--- src/rtl/rv32i_types.sv ---
// Shared types and sizing for the single-line write-back bridge.
package rv32i_types;

  localparam int unsigned ADDR_WIDTH       = 32;
  localparam int unsigned LINE_WIDTH       = 256;
  localparam int unsigned BEAT_WIDTH       = 64;
  localparam int unsigned WORD_WIDTH       = 32;
  localparam int unsigned BE_WIDTH         = WORD_WIDTH / 8;
  localparam int unsigned LINE_OFFSET_BITS = 5;
  localparam int unsigned BEATS            = LINE_WIDTH / BEAT_WIDTH;
  localparam int unsigned BEAT_IDX_BITS    = $clog2(BEATS);
  localparam int unsigned WORDS            = LINE_WIDTH / WORD_WIDTH;
  localparam int unsigned WORD_IDX_BITS    = $clog2(WORDS);
  localparam int unsigned BYTE_OFF_BITS    = LINE_OFFSET_BITS - WORD_IDX_BITS;
  localparam int unsigned TAG_WIDTH        = ADDR_WIDTH - LINE_OFFSET_BITS;

  typedef enum logic [1:0] {IDLE, WB, FILL, RESP} line_bridge_state_t;

  // CPU byte address split into line tag, word-in-line and byte-in-word.
  typedef struct packed {
    logic [TAG_WIDTH-1:0]     tag;
    logic [WORD_IDX_BITS-1:0] word;
    logic [BYTE_OFF_BITS-1:0] byte_off;
  } cpu_addr_t;

  typedef logic [WORDS-1:0][WORD_WIDTH-1:0] line_words_t;
  typedef logic [BEATS-1:0][BEAT_WIDTH-1:0] line_beats_t;

endpackage

--- src/rtl/line_bridge_line_store.sv ---
// Line data storage: byte-merged word writes, burst beat writes, word and beat read muxes.
module line_bridge_line_store
  import rv32i_types::*;
(
  input  logic                     clk,
  input  logic                     rst,
  input  logic                     word_we,
  input  logic [WORD_IDX_BITS-1:0] word_idx,
  input  logic [BE_WIDTH-1:0]      byte_enable,
  input  logic [WORD_WIDTH-1:0]    word_wdata,
  input  logic                     beat_we,
  input  logic [BEAT_IDX_BITS-1:0] beat_wr_idx,
  input  logic [BEAT_WIDTH-1:0]    beat_wdata,
  input  logic [BEAT_IDX_BITS-1:0] beat_rd_idx,
  output logic [WORD_WIDTH-1:0]    word_rdata_c,
  output logic [WORD_WIDTH-1:0]    merged_word_c,
  output logic [BEAT_WIDTH-1:0]    beat_rdata_c
);

  line_beats_t data;
  line_beats_t data_next;
  line_words_t words;
  line_words_t words_next;

  assign words        = data;
  assign word_rdata_c = words[word_idx];
  assign beat_rdata_c = data[beat_rd_idx];

  // Byte-lane merge of CPU write data over the currently stored word.
  for (genvar b = 0; b < BE_WIDTH; b++) begin : g_merge
    assign merged_word_c[b*8 +: 8] = byte_enable[b] ? word_wdata[b*8 +: 8]
                                                    : word_rdata_c[b*8 +: 8];
  end

  always_comb begin
    words_next = words;
    if (word_we) words_next[word_idx] = merged_word_c;
    data_next = words_next;
    if (beat_we) data_next[beat_wr_idx] = beat_wdata;
  end

  always_ff @(posedge clk or negedge rst) begin
    if (!rst) data <= '0;
    else      data <= data_next;
  end

endmodule

--- src/rtl/line_bridge.sv ---
// Single-line write-back buffer between the CPU memory port and burst physical memory.
module line_bridge
  import rv32i_types::*;
(
  input  logic                  clk,
  input  logic                  rst,
  input  logic                  mem_read,
  input  logic                  mem_write,
  input  logic [BE_WIDTH-1:0]   mem_byte_enable,
  input  logic [ADDR_WIDTH-1:0] mem_address,
  input  logic [WORD_WIDTH-1:0] mem_wdata,
  output logic [WORD_WIDTH-1:0] mem_rdata,
  output logic                  mem_resp,
  output logic                  pmem_read,
  output logic                  pmem_write,
  output logic [ADDR_WIDTH-1:0] pmem_address,
  output logic [BEAT_WIDTH-1:0] pmem_wdata,
  input  logic [BEAT_WIDTH-1:0] pmem_rdata,
  input  logic                  pmem_resp
);

  line_bridge_state_t state, state_next;

  logic                     valid, valid_next;
  logic                     dirty, dirty_next;
  logic [TAG_WIDTH-1:0]     tag, tag_next;
  logic [BEAT_IDX_BITS-1:0] counter, counter_next;
  logic                     word_we, beat_we, rdata_load;
  logic [ADDR_WIDTH-1:0]    pmem_address_next;
  logic [WORD_WIDTH-1:0]    word_rdata_c, merged_word_c;
  logic [BEAT_WIDTH-1:0]    beat_rdata_c;
  logic                     req, hit, last_beat;
  cpu_addr_t                req_addr;
  logic [BYTE_OFF_BITS-1:0] unused_byte_off;

  assign req_addr        = mem_address;
  assign unused_byte_off = req_addr.byte_off;
  assign req             = mem_read | mem_write;
  assign hit             = valid && (tag == req_addr.tag);
  assign last_beat       = (counter == BEAT_IDX_BITS'(BEATS - 1));

  line_bridge_line_store u_line_store (
    .clk           (clk),
    .rst           (rst),
    .word_we       (word_we),
    .word_idx      (req_addr.word),
    .byte_enable   (mem_byte_enable),
    .word_wdata    (mem_wdata),
    .beat_we       (beat_we),
    .beat_wr_idx   (counter),
    .beat_wdata    (pmem_rdata),
    .beat_rd_idx   (counter_next),
    .word_rdata_c  (word_rdata_c),
    .merged_word_c (merged_word_c),
    .beat_rdata_c  (beat_rdata_c)
  );

  always_ff @(posedge clk or negedge rst) begin
    if (!rst) state <= IDLE;
    else      state <= state_next;
  end

  // Next state plus line bookkeeping; a write with both request lines high is a write.
  always_comb begin
    state_next   = state;
    valid_next   = valid;
    dirty_next   = dirty;
    tag_next     = tag;
    counter_next = counter;
    word_we      = 1'b0;
    beat_we      = 1'b0;
    rdata_load   = 1'b0;
    case (state)
      IDLE: begin
        if (req) begin
          if (hit) begin
            state_next = RESP;
            rdata_load = 1'b1;
            if (mem_write) begin
              word_we = 1'b1;
              if (mem_byte_enable != '0) dirty_next = 1'b1;
            end
          end else if (valid && dirty) begin
            state_next = WB;
          end else begin
            state_next = FILL;
          end
        end
      end
      WB: begin
        if (pmem_resp) begin
          counter_next = last_beat ? '0 : counter + BEAT_IDX_BITS'(1);
          if (last_beat) begin
            dirty_next = 1'b0;
            state_next = FILL;
          end
        end
      end
      FILL: begin
        if (pmem_resp) begin
          beat_we      = 1'b1;
          counter_next = last_beat ? '0 : counter + BEAT_IDX_BITS'(1);
          if (last_beat) begin
            tag_next   = req_addr.tag;
            valid_next = 1'b1;
            dirty_next = 1'b0;
            state_next = IDLE;
          end
        end
      end
      RESP:    state_next = IDLE;
      default: state_next = IDLE;
    endcase
  end

  always_comb begin
    pmem_address_next = '0;
    case (state_next)
      WB:      pmem_address_next = {tag, {LINE_OFFSET_BITS{1'b0}}};
      FILL:    pmem_address_next = {req_addr.tag, {LINE_OFFSET_BITS{1'b0}}};
      default: pmem_address_next = '0;
    endcase
  end

  // Outputs are registered from next-state decode so they line up with the state they describe.
  always_ff @(posedge clk or negedge rst) begin
    if (!rst) begin
      valid        <= 1'b0;
      dirty        <= 1'b0;
      tag          <= '0;
      counter      <= '0;
      mem_resp     <= 1'b0;
      mem_rdata    <= '0;
      pmem_read    <= 1'b0;
      pmem_write   <= 1'b0;
      pmem_address <= '0;
      pmem_wdata   <= '0;
    end else begin
      valid        <= valid_next;
      dirty        <= dirty_next;
      tag          <= tag_next;
      counter      <= counter_next;
      mem_resp     <= (state_next == RESP);
      pmem_read    <= (state_next == FILL);
      pmem_write   <= (state_next == WB);
      pmem_address <= pmem_address_next;
      pmem_wdata   <= (state_next == WB) ? beat_rdata_c : '0;
      if (rdata_load) mem_rdata <= mem_write ? merged_word_c : word_rdata_c;
    end
  end

endmodule

--- config.mk ---
export PLATFORM = sky130hd
export DESIGN_NAME = line_bridge
export DESIGN_NICKNAME = d
export VERILOG_FILES = /design/src/rtl/rv32i_types.sv /design/src/rtl/line_bridge_line_store.sv /design/src/rtl/line_bridge.sv
export SDC_FILE = /design/constraint.sdc
export NUM_CORES = 1
export LEC_CHECK = 0
export ABC_AREA = 1
export BUFFER_PORTS_ARGS = -buffer_cell sky130_fd_sc_hd__buf_2
export CORE_UTILIZATION = 56
export CTS_CLUSTER_DIAMETER = 200
export DETAILED_ROUTE_END_ITERATION = 8
export MAX_ROUTING_LAYER = met4
export PLACE_DENSITY = 0.79
export SYNTH_ARGS = -nofsm -noshare
export SYNTH_HDL_FRONTEND = slang
export SYNTH_HIERARCHICAL = 1
export SYNTH_SLANG_ARGS = --single-unit
--- constraint.sdc ---
create_clock -name clk -period 4.71 [get_ports clk]
set_clock_uncertainty 0.15 [all_clocks]
set_input_delay 1.413 -clock clk [delete_from_list [all_inputs] [get_ports clk]]
set_output_delay 1.413 -clock clk [all_outputs]
set_load 0.005 [all_outputs]
==> reports/results.ini <==
[status]
status = completed

[worst_setup_path]
r2r-start = tag[0]
endpoint_kind = flop
r2r_cells = 15
cp.arrival_ns = 4.08
r2r-end = u_line_store/data[72]
start_kind = primary input
worst-path-max-fanout = 19
crit_type = primary input to flop
cp.required_ns = 5.03
reg2reg_slack_ns = 1.49

[synth]
ys_types = 34
muxShareOfSynthArea_pct = 1.44
synth_top_family_by_area = simple AND/OR/NAND/NOR gates
synth_area_um2 = 24600
synth_ff_type = dfrtp_1
synth_seq_cells = 415
ys_seq_area_share_pct = 42.3
synth-simple-area-share_pct = 27.8
syn_area_per_cell_um2 = 7.07
synth-compound-area-share_pct = 18.4
synth_cells = 3472
synth_xor_area_share_pct = 0.0357
synthAdderAreaFrac_pct = 0.509
ys_warn_count = 6
synth-edff-count = 0
async_flop_share_pct = 100

[power_and_ir_drop]
p_comb_share_pct = 43.7
power.clock.fraction_pct = 20.9
power.share.sequential_pct = 35.5
fin_total_pwr_mw = 17.7
power.density_nw_per_um2 = 634
swShare_pct = 43.0
peakVddDrop_uv = 491
internal-power_mw = 10.1
p_leak_nw = 13.9
power.switching_mw = 7.60

[sta]
min_period_ns = 3.76
finalMaxSlewViolations = 0
timing.hold.ws_ns = 0.330
setup_ws_ns = 0.954
setup_violations = 0
setup_tns_ns = 0
hold_viol = 0
worstMarginPinSlew_ns = 1.08
fmax_mhz = 266
slew_headroom_pct = 28.0
rsz0062_at_grt = false
post-route-period-util_pct = 79.7

[layout]
drive_gt1_share_pct = 17.1
nNetsFinal = 3734
final_cells = 4223
area_delta_synth_final_pct = 13.5

[clocking]
cts_root_buffer = clkbuf_16
clkSinkCount = 415
cts_tree = yes
numCtsBuffers = 46
cts.clk_slew.worst_paths_ns = 0.06
post_cts_resized = 0
cts-hold-fix-buffers = 0
cts.path.max_buffers = 3
clock_latency_ns = 0.61
htreeDepth = 2
post_cts_buffers = 0

[worst_hold_path]
min_to = dirty
min_path_type = flop to flop
hold_depth = 2
hold_start = dirty

[floorplanning]
die_h_um = 211
fp.coreArea_um2 = 43200
row_count = 76
die_w_um = 211
io_pins = 268
die-area_um2 = 44700
start_util_pct = 56.9

[route]
first_iter_violations = 3393
drt_wl_total_mm = 87.2
dr.pass1.iters = 6
vias_per_cell = 5.99
drc = 0
wl_per_cell_um = 20.7
vias = 25300
detail-route-antenna-nets = 0

[global_route]
grt_remaining_overflow = 0
grt_use_total_pct = 40.2
grt_max_degree = 128
grt_use_met2_pct = 59.1
met3_usage_pct = 8.47
busiest_layer = met2
met1_usage_pct = 50.6
grt_pass1_vias = 23900
antenna_found_initial = 16
grt_first_pass_wirelength_mm = 133

[placement]
dp_slack_ns = 0.497
routabilityCongestion = 0.926
port_buffers = 260
hpwl_mm = 51.8
dp.cells = 4124

[flow_run]
max_cap_viol_count = 0

## through the flow
step	util (%)	cell area [um2]
after floorplan	-	24600
after global placement	60.9	26300
after detailed placement	60.9	26300
after CTS	64.5	27800
after global routing	64.6	27900
final	64.6	27900
## worst max path at each step
| stage | slack [ns] | from | depth (start not counted) | to |
|---|---|---|---|---|
| 4_1_cts | 1.07 | mem_address[22] | 17 | u_line_store/data[72] |
| 3_5_place_dp | 0.50 | mem_address[5] | 16 | u_line_store/data[115] |
| 3_3_place_gp | 0.52 | mem_address[5] | 16 | u_line_store/data[112] |
| 2_1_floorplan | 1.16 | mem_address[8] | 18 | pmem_address[14] |
| 6_report | 0.95 | mem_address[22] | 17 | u_line_store/data[72] |
| 5_1_grt | 0.85 | mem_address[31] | 16 | u_line_store/data[233] |
## power groups by stage
| stage | logic (mW) | clock network [mW] | registers [mW] |
|---|---|---|---|
| floorplan | 5.27 | 0 | 6.06 |
| global placement | 7.37 | 0 | 6.24 |
| detailed placement | 7.48 | 0 | 6.28 |
| CTS | 7.52 | 3.72 | 6.23 |
| global route | 8.50 | 3.87 | 6.46 |
| finish | 7.72 | 3.69 | 6.27 |
## registers in the layout, summed over array words and instances, names as in the netlist
register / count
pmem_address: 27
mem_rdata: 32
dirty: 1
state: 2
mem_resp: 1
counter: 2
u_line_store/data: 256
pmem_wdata: 64
tag: 27
pmem_read: 1
valid: 1
pmem_write: 1
## synth_stat cells, types with 33 or more instances
| library cell | number | area [um2] |
|---|---|---|
| nand2_1 | 752 | 2820 |
| a21oi_1 | 547 | 2740 |
| dfrtp_1 | 415 | 10400 |
| nor2_1 | 409 | 1540 |
| nand3_1 | 329 | 1650 |
| inv_1 | 243 | 912 |
| clkbuf_1 | 133 | 499 |
| o21ai_0 | 128 | 641 |
| inv_2 | 73 | 274 |
| o22ai_1 | 62 | 388 |
| buf_2 | 61 | 305 |
| buf_1 | 56 | 210 |
| o21ai_1 | 38 | 190 |
| or2_2 | 33 | 206 |
## cell usage in the layout (no fill, tap or decap), types with 19 or more instances in the layout
cell type / n
a21oi_1: 547
and2_1: 32
buf_2: 258
buf_4: 54
clkbuf_16: 46
clkinv_2: 19
dfrtp_1: 415
inv_1: 240
inv_2: 69
mux2i_1: 32
nand2_1: 751
nand3_1: 329
nand3_2: 32
nor2_1: 405
o21ai_0: 128
o21ai_1: 38
o21ai_2: 20
o22ai_1: 62
o31ai_2: 30
or2_2: 33
## kinds of logic after synthesis
kind of cell	after synthesis
fa+ha+maj	10
mux	35
buf+inv	582
other cells	1
xor+xnor	1
flops	415
compound gates	828
simple gates	1600
## cell type report
type,count,area [um2]
Sequential cell,415,10400
Antenna cell,16,40.0
Clock inverter,20,174
Multi-Input combinational cell,2479,12000
Inverter,316,1200
Fill cell,3969,15300
Tap cell,585,732
Timing Repair Buffer,329,2030
Clock buffer,63,1370
## layer usage
metal  share of wire [%]  vias up
li1                    -    11500
met5                   0        -
met4                 6.0        0
met2                  44     1817
met1                  37    11500
met3                  13      416
## critical path, stage by stage
cell and delay [ns]:
buf_2 0.14, inv_1 0.07, nand2_1 0.06, nand2_1 0.05, nor2_1 0.10, nand2_1 0.07
nor2_1 0.11, nand2_1 0.10, nor2_4 0.17, nand2_1 0.07, nor2_1 0.31, nand2_2 0.23
nor2_4 0.18, inv_1 0.37, buf_12 0.33, a21oi_1 0.20, a21oi_1 0.10
Power figures use the tool's default switching activity.
